[config.mk]
export PLATFORM = sky130hd
export DESIGN_NAME = xcore_bru
export DESIGN_NICKNAME = d
export VERILOG_FILES = /design/src/rtl/xcore_pkg.sv /design/src/rtl/xcore_bru_fifo.sv /design/src/rtl/xcore_bru.sv
export SDC_FILE = /design/constraint.sdc
export NUM_CORES = 1
export LEC_CHECK = 0
export ABC_AREA = 1
export CAP_MARGIN = 20
export CORE_MARGIN = 4
export CORE_UTILIZATION = 36
export CTS_BUF_LIST = sky130_fd_sc_hd__clkbuf_4
export DETAILED_ROUTE_END_ITERATION = 10
export PLACE_DENSITY = 0.62
export SYNTH_ARGS = -nofsm -noshare
export SYNTH_HDL_FRONTEND = slang
export SYNTH_HIERARCHICAL = 1
export SYNTH_SLANG_ARGS = --single-unit
[constraint.sdc]
create_clock -name bru_clk -period 4.9 [get_ports bru_clk]
set_input_delay 0.98 -clock bru_clk [delete_from_list [all_inputs] [get_ports bru_clk]]
set_output_delay 0.98 -clock bru_clk [all_outputs]
set_load 0.005 [all_outputs]
[src/rtl/xcore_pkg.sv]
// xcore_pkg: shared opcodes, BRU FSM state encodings and the prediction record layout
package xcore_pkg;
  localparam logic [6:0] B_TYPE = 7'b1100011;
  localparam logic [6:0] JAL = 7'b1101111;
  localparam logic [6:0] JALR = 7'b1100111;
  typedef enum logic [1:0] {RUN = 2'b00, FREEZE = 2'b01, FLUSH = 2'b10} bru_state_e;
  typedef struct packed {
    logic [31:0] pc;
    logic [31:0] target;
    logic taken;
    logic jalr;
  } bru_rec_t;
endpackage

[src/rtl/xcore_bru_fifo.sv]
// xcore_bru_fifo: DEPTH-entry circular FIFO with a synchronous clear that empties it in one edge
module xcore_bru_fifo #(
  parameter int W = 66,
  parameter int DEPTH = 4,
  parameter int PTR_W = 2
) (
  input  logic         bru_clk,
  input  logic         bru_rst,
  input  logic         push,
  input  logic [W-1:0] push_data,
  input  logic         pop,
  input  logic         clear,
  output logic [W-1:0] head,
  output logic         full,
  output logic         empty
);
  logic [W-1:0] mem [DEPTH];
  logic [PTR_W-1:0] rd_ptr, wr_ptr;
  logic [PTR_W:0] count;
  // pointers and occupancy; a clear discards every entry by collapsing rd onto wr
  always_ff @(posedge bru_clk or negedge bru_rst)
    if (!bru_rst) begin
      rd_ptr <= '0;
      wr_ptr <= '0;
      count <= '0;
    end else if (clear) begin
      rd_ptr <= wr_ptr;
      count <= '0;
    end else begin
      if (push) wr_ptr <= wr_ptr + PTR_W'(1);
      if (pop) rd_ptr <= rd_ptr + PTR_W'(1);
      count <= count + (PTR_W+1)'(push) - (PTR_W+1)'(pop);
    end
  // record storage needs no reset: count gates every read
  always_ff @(posedge bru_clk)
    if (push) mem[wr_ptr] <= push_data;
  assign head = mem[rd_ptr];
  assign full = count == (PTR_W+1)'(DEPTH);
  assign empty = count == '0;
endmodule

[src/rtl/xcore_bru.sv]
// xcore_bru: branch resolution unit; optional stat counters under XCORE_BRU_STAT_EN
module xcore_bru
  import xcore_pkg::*;
#(
  parameter int DEPTH = 4,
  parameter int PTR_W = 2
) (
  input  logic        bru_clk,
  input  logic        bru_rst,
  input  logic        pred_push_valid,
  input  logic [31:0] pred_push_pc,
  input  logic        pred_push_taken,
  input  logic [31:0] pred_push_target,
  input  logic        pred_push_jalr,
  output logic        pred_full,
  input  logic        res_valid,
  input  logic        res_taken,
  input  logic [31:0] res_target,
  input  logic        stall_valid,
  output logic        flush_valid,
  output logic [31:0] redirect_adr,
  output logic        if_freeze,
  output logic        res_mispredict
`ifdef XCORE_BRU_STAT_EN
  ,
  output logic [31:0] stat_resolved,
  output logic [31:0] stat_mispred
`endif
);
  bru_state_e state, state_nxt;
  bru_rec_t push_rec, head;
  logic fifo_full, empty, res_acc, mis, push_acc, jalr_pend;
  logic [31:0] redirect_nxt;
  assign push_rec = '{pc: pred_push_pc, target: pred_push_target, taken: pred_push_taken, jalr: pred_push_jalr};
  assign res_acc = res_valid & ~stall_valid & ~empty;
  assign mis = res_acc & ((res_taken != head.taken) | (res_taken & (res_target != head.target)));
  // a push alongside a pop fits even when full; wrong-path pushes die with the mispredict
  assign push_acc = pred_push_valid & (~fifo_full | res_acc) & (state != FLUSH) & ~mis;
  assign redirect_nxt = res_taken ? res_target : head.pc + 32'd4;
  assign pred_full = fifo_full;
  assign flush_valid = state == FLUSH;
  assign res_mispredict = state == FLUSH;
  assign if_freeze = jalr_pend;
  xcore_bru_fifo #(.W($bits(bru_rec_t)), .DEPTH(DEPTH), .PTR_W(PTR_W)) u_fifo (
    .bru_clk  (bru_clk),
    .bru_rst  (bru_rst),
    .push     (push_acc),
    .push_data(push_rec),
    .pop      (res_acc & ~mis),
    .clear    (mis),
    .head     (head),
    .full     (fifo_full),
    .empty    (empty)
  );
  // next state: mispredict wins, FLUSH is a single cycle, JALR push freezes, JALR pop unfreezes
  always_comb
    state_nxt = mis ? FLUSH :
                state == FLUSH ? RUN :
                (state == RUN && push_acc && pred_push_jalr) ? FREEZE :
                (state == FREEZE && res_acc && head.jalr) ? RUN : state;
  // state, outstanding-JALR flag and the redirect target registered for the flush cycle
  always_ff @(posedge bru_clk or negedge bru_rst)
    if (!bru_rst) begin
      state <= RUN;
      jalr_pend <= 1'b0;
      redirect_adr <= '0;
    end else begin
      state <= state_nxt;
      jalr_pend <= (push_acc & pred_push_jalr) | (jalr_pend & ~mis & ~(res_acc & head.jalr));
      redirect_adr <= mis ? redirect_nxt : '0;
    end
`ifdef XCORE_BRU_STAT_EN
  // saturating counts of accepted resolves and mispredicts
  always_ff @(posedge bru_clk or negedge bru_rst)
    if (!bru_rst) begin
      stat_resolved <= '0;
      stat_mispred <= '0;
    end else begin
      if (res_acc && ~&stat_resolved) stat_resolved <= stat_resolved + 32'd1;
      if (mis && ~&stat_mispred) stat_mispred <= stat_mispred + 32'd1;
    end
`endif
endmodule

==> results of run 1 <==
==> per-layer routing <==
metal / track usage / vias up
met2: 0.268 / 264
met3: 0.0416 / 72
met1: 0.215 / 4480
met4: 0.0605 / 6
met5: 0 / -
li1: - / 4700
==> stage by stage <==
step	std cells	power (mW)	area, sq um	hold slack (ns)	worst slack, ns
after detailed placement	1887	6.74	15600	0.501	1.06
after floorplan	1271	5.84	13900	0.469	1.25
after global placement	1887	6.69	15600	0.487	1.06
final	2046	9.05	16800	0.296	1.09
after global routing	2045	9.66	16800	0.289	0.795
after CTS	2041	9.17	16700	0.445	1.13
==> worst reg2reg max path, delay by kind of cell (launching register included) <==
family                   cells  cell delay, ns
AND/OR/NAND/NOR             12            1.06
buffers and inverters        5            1.04
adder cells (fa/ha/maj)      3            0.80
flip-flops                   1            0.45
AO/OA/AOI/OAI                2            0.39
==> cells in the final DEF (no fill, tap or decap), types with 4 or more instances in the layout <==
| master | netlist | routed |
|---|---|---|
| nand2_1 | 367 | 367 |
| edfxtp_1 | 264 | 264 |
| inv_1 | 202 | 198 |
| clkdlybuf4s50_1 | 0 | 138 |
| clkbuf_4 | 0 | 132 |
| o211ai_1 | 131 | 131 |
| nor2_1 | 59 | 59 |
| dfrtp_1 | 42 | 41 |
| a21oi_1 | 30 | 30 |
| xnor2_1 | 21 | 21 |
| nand3_1 | 20 | 20 |
| buf_4 | 7 | 20 |
| clkinv_1 | 1 | 16 |
| o21ai_0 | 14 | 14 |
| xor2_1 | 12 | 12 |
| nand4_1 | 9 | 9 |
| inv_2 | 4 | 8 |
| nor3_1 | 7 | 7 |
| ha_1 | 7 | 7 |
| diode_2 | 0 | 4 |
| nand2_2 | 4 | 4 |
==> report_power, final <==
part           switching (mW)  internal, mW  total (mW)
Sequential              0.132          3.34        3.47
Clock                    1.01          1.38        2.39
Combinational            2.18          1.00        3.19
Total                    3.33          5.72        9.05
==> sequential cells by signal, indices dropped and copies added, names as in the netlist <==
name           flops
u_fifo/count       3
u_fifo/wr_ptr      2
state              2
if_freeze          1
u_fifo/mem       264
redirect_adr      32
u_fifo/rd_ptr      2
==> worst min-delay path by stage <==
stage                                     from                          to  slack [ns]  depth (start not counted)
after floorplan           state[1]$_DFFE_PN0P_        state[1]$_DFFE_PN0P_        0.47                          2
after global placement    state[1]$_DFFE_PN0P_        state[1]$_DFFE_PN0P_        0.49                          2
after detailed placement  state[1]$_DFFE_PN0P_        state[1]$_DFFE_PN0P_        0.50                          2
after CTS                              bru_rst   redirect_adr[0]$_DFF_PN0_        0.45                          1
after global routing                   bru_rst  redirect_adr[19]$_DFF_PN0_        0.29                          1
final                                  bru_rst  redirect_adr[11]$_DFF_PN0_        0.30                          1
==> layout make-up <==
cell class	instances	area share
antenna	4	0.000597
inverter	207	0.0466
tap	511	0.0381
sequential	306	0.535
clock inverter	22	0.00984
clock buffer	132	0.0591
timing repair buffer	161	0.0944
multi-input combinational	703	0.216
==> logic make-up after synthesis <==
logic type | count (synthesis) | share of synthesized area
simple gates | 483 | 0.144
xor+xnor | 33 | 0.0209
fa+ha+maj | 8 | 0.00776
flops | 306 | 0.648
compound gates | 179 | 0.0894
buf+inv | 262 | 0.0905
==> results.ini, run 1 <==
[global_route]
grt_remaining_overflow = 0
grt_max_degree = 96
grt_pass1_vias = 9375
antenna_found_initial = 7
grt_pass1_wl_um = 52800
track_usage = 0.165

[clock_tree]
clk_pin_slew_ns = 0.06
cts_buffer_depth = 3
htreeDepth = 3
clock_sinks = 306
holdBufCountCts = 0
cts_buffers = 83
post_cts_buffers = 0
cts_tree = yes
cts-root-buf = clkbuf_4
clock_latency_ns = 0.68
cts_resized = 0

[setup_path]
critical_path_arrival_ns = 4.42
crit_fanout = 95
endpoint = u_fifo/count[2]$_DFF_PN0_
critical_path_required_ns = 5.50
path_buf_inv = 5
cpMostUsedCell = nand2_1
crit_path_start_kind = flip-flop
critical_path_class = flip-flop to flip-flop
path_cells = inv_6 -> buf_4 -> o211ai_1 -> nand2_1 -> inv_1 -> nand2_1 -> nand2_1 -> nor2_1 -> nand2_1 -> nor2_1 -> nand2_1 -> nor2_1 -> nand2_1 -> a21oi_1 -> ha_1 -> inv_1 -> ha_1 -> inv_1 -> fa_1 -> nand3_1 -> nand2_1 -> nor2_1
r2r_start = u_fifo/rd_ptr[0]$_DFFE_PN0P_
slowest_stage = inv_6
path_delay_family = simple AND/OR/NAND/NOR gates
rrSetupSlack_ns = 1.09
crit_start = u_fifo/rd_ptr[0]$_DFFE_PN0P_
rr_endpoint = u_fifo/count[2]$_DFF_PN0_
critPathCaptureType = flip-flop
ff2ff_path_depth = 22
cp_slowest_stage_delay_ns = 0.50
cp.depth = 22

[die]
std_cell_rows = 71
design.core.area_sq_um = 37800
die_area_sq_um = 41700
die_h_um = 204
ios = 140
initial_core_util = 0.366
die_w_um = 204

[layout]
final_util = 0.443
final_nets = 1574
syn2layout_area_growth_pct = 21.0
drive_above_1_share = 0.125
final.fill_count = 3561
regArea_sq_um = 8980
multi_input_area_sq_um = 3630

[route]
drt-met1-wl_um = 15700
drt-total-wl_um = 35100
vias = 9522
wl_met2_um = 16400
routed_via_density = 4.65
wl_per_cell_um = 17.2
wl_met3_um = 2030
drtIter0Drc = 572
drc = 0
postRouteAntennaNets = 0
top_layer = met5
drtPass1Iterations = 5

[logic_synthesis]
synth_area_leader_cell = edfxtp_1
ys_seq_area_frac = 0.648
synth-edff-count = 264
synth.net_count = 1383
ys_warn_count = 6
syn_avg_cell_area_sq_um = 10.9
synthesis.area_sq_um = 13900
synth_most_common_cell = nand2_1
synth_seq_cells = 306
synthCells = 1271
async_reset_ff_frac = 0.137
ys_types = 36
yosys-top-cells-count = nand2_1, edfxtp_1, inv_1
synth_top_flop_cell = edfxtp_1
synth_top_area_share = 0.572
ys_top_cells_by_area = edfxtp_1, nand2_1, dfrtp_1, o211ai_1, inv_1

[sta]
finalHoldViolCount = 0
finalMaxSlewViolations = 0
fin_skew_ns = 0.0396
period_minus_slack_ns = 3.81
fin_tns_setup_ns = 0
rsz0062_at_grt = false
slew_headroom = 0.432
period_share = 0.778
tightest_slew_ns = 0.846
max_freq_ghz = 0.262
setup_viol = 0

[power]
ir_drop_mv = 0.253
p_per_area_nw_per_um2 = 539
leakage_nw = 6.78

[min_path]
hold_path_class = input port to async pin

[placement]
hpwlAfterDp_um = 23900
gp_congestion = 0.878
portBuffers = 139

[status]
run_status = completed

[run]
max_cap_viol_count = 0

(Power assumes the default switching activity.)
==> inputs of run 2 (changes only) <==
clock period = 3.7 ns   (was 4.9 ns; I/O delays follow)
==> run 2 against run 1 <==
Against the previous run: setup slack got worse by 0.85 ns; critical path depth fell by 1; maximum frequency rose by 10%; sequential power rose by 32%; clock-buffer cell count fell by 19; clock skew rose by 0.012 ns; cell count fell by 0.44%; non-clock buffer count rose by 3; first-iteration DRC count rose by 3.1%; via count barely moved; combinational power rose by 37%; clock power rose by 26%; largest cell class unchanged.
==> results.ini, run 2 (synthesized netlist as in run 1, its figures left out) <==
[placement]
gp_congestion = 0.861
hpwlAfterDp_um = 24300
placed_cells = 1890
pre_cts_slack_ns = 0.213
place_area_sq_um = 15800
portBuffers = 139

[power]
ir_drop_mv = 0.513
switching_power_mw = 4.40
p_comb_frac = 0.365
netSwitchingFraction = 0.367
p_per_area_nw_per_um2 = 711
seqPwrFrac = 0.383
p_int_mw = 7.59
pwr-share-clk = 0.252
leakage_nw = 6.78

[setup_path]
crit_fanout = 41
critical_path_class = flip-flop to flip-flop
ff2ff_path_depth = 21
r2r_start = u_fifo/rd_ptr[0]$_DFFE_PN0P_
critPathCaptureType = flip-flop
crit_path_start_kind = flip-flop
critical_path_required_ns = 4.29
rr_endpoint = u_fifo/count[2]$_DFF_PN0_
critical_path_arrival_ns = 4.05
rrSetupSlack_ns = 0.24

[min_path]
hold_path_depth = 2
holdPathEnd = state[1]$_DFFE_PN0P_
hold_path_class = flip-flop to flip-flop
min_from = state[1]$_DFFE_PN0P_

[layout]
finalNonFillerCells = 2037
largest_register = u_fifo/mem
largest_reg_flops = 264
drive_above_1_share = 0.117
final_cell_area_sq_um = 16900
top_regs = u_fifo/mem: 264 flops, redirect_adr: 32 flops, u_fifo/count: 3 flops
syn2layout_area_growth_pct = 21.7
mostFrequentLayoutCells = nand2_1, edfxtp_1, inv_1, clkdlybuf4s50_1, o211ai_1
final_common_cell = nand2_1
final_nets = 1574

[die]
die_h_um = 204
ios = 140
die_w_um = 204
initial_core_util = 0.366
std_cell_rows = 71
design.core.area_sq_um = 37800
die_area_sq_um = 41700

[global_route]
antenna_found_initial = 5
grt_max_degree = 122
grt_pass1_wl_um = 53500
grt_remaining_overflow = 0
track_usage = 0.168
grt_pass1_vias = 9313

[sta]
setup_ws_ns = 0.238
period_minus_slack_ns = 3.46
period_share = 0.936
setup_viol = 0
max_freq_ghz = 0.289
fin_tns_setup_ns = 0
finalHoldViolCount = 0
finalMaxSlewViolations = 0
fin_skew_ns = 0.0517
rsz0062_at_grt = false
slew_headroom = 0.613
tightest_slew_ns = 0.574

[route]
drt-total-wl_um = 35400
drc = 0
routed_via_density = 4.68
vias = 9528
wl_per_cell_um = 17.4
postRouteAntennaNets = 0
drtIter0Drc = 590
drtPass1Iterations = 5

[run]
max_cap_viol_count = 0

[clock_tree]
clock_latency_ns = 0.71
cts-root-buf = clkbuf_4
cts_buffers = 80
clk_pin_slew_ns = 0.06
cts_tree = yes
post_cts_buffers = 0
clock_sinks = 306
cts_buffer_depth = 3
htreeDepth = 3

[status]
run_status = completed

-- run 2: changes by cell type in the layout (fill, tap and decap cells not counted), sizes merged --
cell	before	now
clkbuf	132	113
clkinv	19	26
buf	23	25
bufinv	3	5
diode	4	3
dlygate4sd3	0	1
inv	207	206
-- run 2: cell type report --
| type | instances | area (sq um) |
|---|---|---|
| Clock buffer | 113 | 848 |
| Inverter | 207 | 805 |
| Multi-Input combinational cell | 703 | 3630 |
| Timing Repair Buffer | 164 | 1740 |
| Antenna cell | 3 | 7.51 |
| Clock inverter | 30 | 223 |
| Fill cell | 3540 | 21000 |
| Tap cell | 511 | 639 |
| Sequential cell | 306 | 8980 |
-- run 2: how the worst max path moves through the flow --
stage / slack, ns / from / endpoint / cells after the start
6_report: 0.24 / u_fifo/rd_ptr[0]$_DFFE_PN0P_ / u_fifo/count[2]$_DFF_PN0_ / 21
5_1_grt: 0.03 / u_fifo/rd_ptr[0]$_DFFE_PN0P_ / u_fifo/count[2]$_DFF_PN0_ / 21
4_1_cts: 0.21 / u_fifo/rd_ptr[0]$_DFFE_PN0P_ / u_fifo/count[2]$_DFF_PN0_ / 21
3_5_place_dp: 0.21 / res_target[15] / u_fifo/count[2]$_DFF_PN0_ / 18
3_3_place_gp: 0.21 / res_target[13] / u_fifo/count[2]$_DFF_PN0_ / 17
2_1_floorplan: 0.08 / u_fifo/rd_ptr[0]$_DFFE_PN0P_ / u_fifo/mem[1][0]$_DFFE_PP_ / 19
-- run 2: timing repair --
item                                    CTS  global route
endpoints found under the hold margin    22             0
hold buffers                              1             0
resized for setup                         0             8
endpoints found under the setup margin    0             1
-- run 2: per-layer routing --
| layer | track usage | wire [um] | up-vias |
|---|---|---|---|
| met2 | 0.272 | 17000 | 276 |
| li1 | - | - | 4697 |
| met3 | 0.0528 | 2520 | 54 |
| met1 | 0.216 | 15100 | 4493 |
| met4 | 0.0572 | 788 | 8 |
| met5 | 0 | 54 | - |
-- run 2: worst max-delay path: stages, from the launching register on --
cell and delay (ns):
dfrtp_1 0.42, bufinv_16 0.31, buf_12 0.21, nand2_1 0.06, o211ai_1 0.08, nand2_1 0.12, nand2_1 0.09, nand2_1 0.11
nor2_2 0.17, nand2_1 0.06, nor2_1 0.10, nand2_1 0.12, nor2_1 0.11, nand2_1 0.09, a21oi_1 0.20, ha_1 0.26
inv_1 0.05, ha_1 0.13, inv_1 0.05, fa_1 0.38, a21oi_1 0.13, nor2_1 0.06
-- run 2: power by group through the flow --
stage               combinational (mW)  sequential (mW)  clock (mW)
floorplan                         3.08             4.65           0
global placement                  4.31             4.65           0
detailed placement                4.36             4.67           0
CTS                               4.39             4.60        3.12
global route                      4.85             4.64        3.34
finish                            4.38             4.59        3.02
-- run 2: metrics by stage --
step / utilization / hold WS, ns / power, mW
3_3_place_gp: 0.416 / 0.493 / 8.96
6_report: 0.446 / 0.513 / 12.0
2_1_floorplan: - / 0.444 / 7.73
3_5_place_dp: 0.416 / 0.496 / 9.03
5_1_grt: 0.446 / 0.533 / 12.8
4_1_cts: 0.445 / 0.499 / 12.1
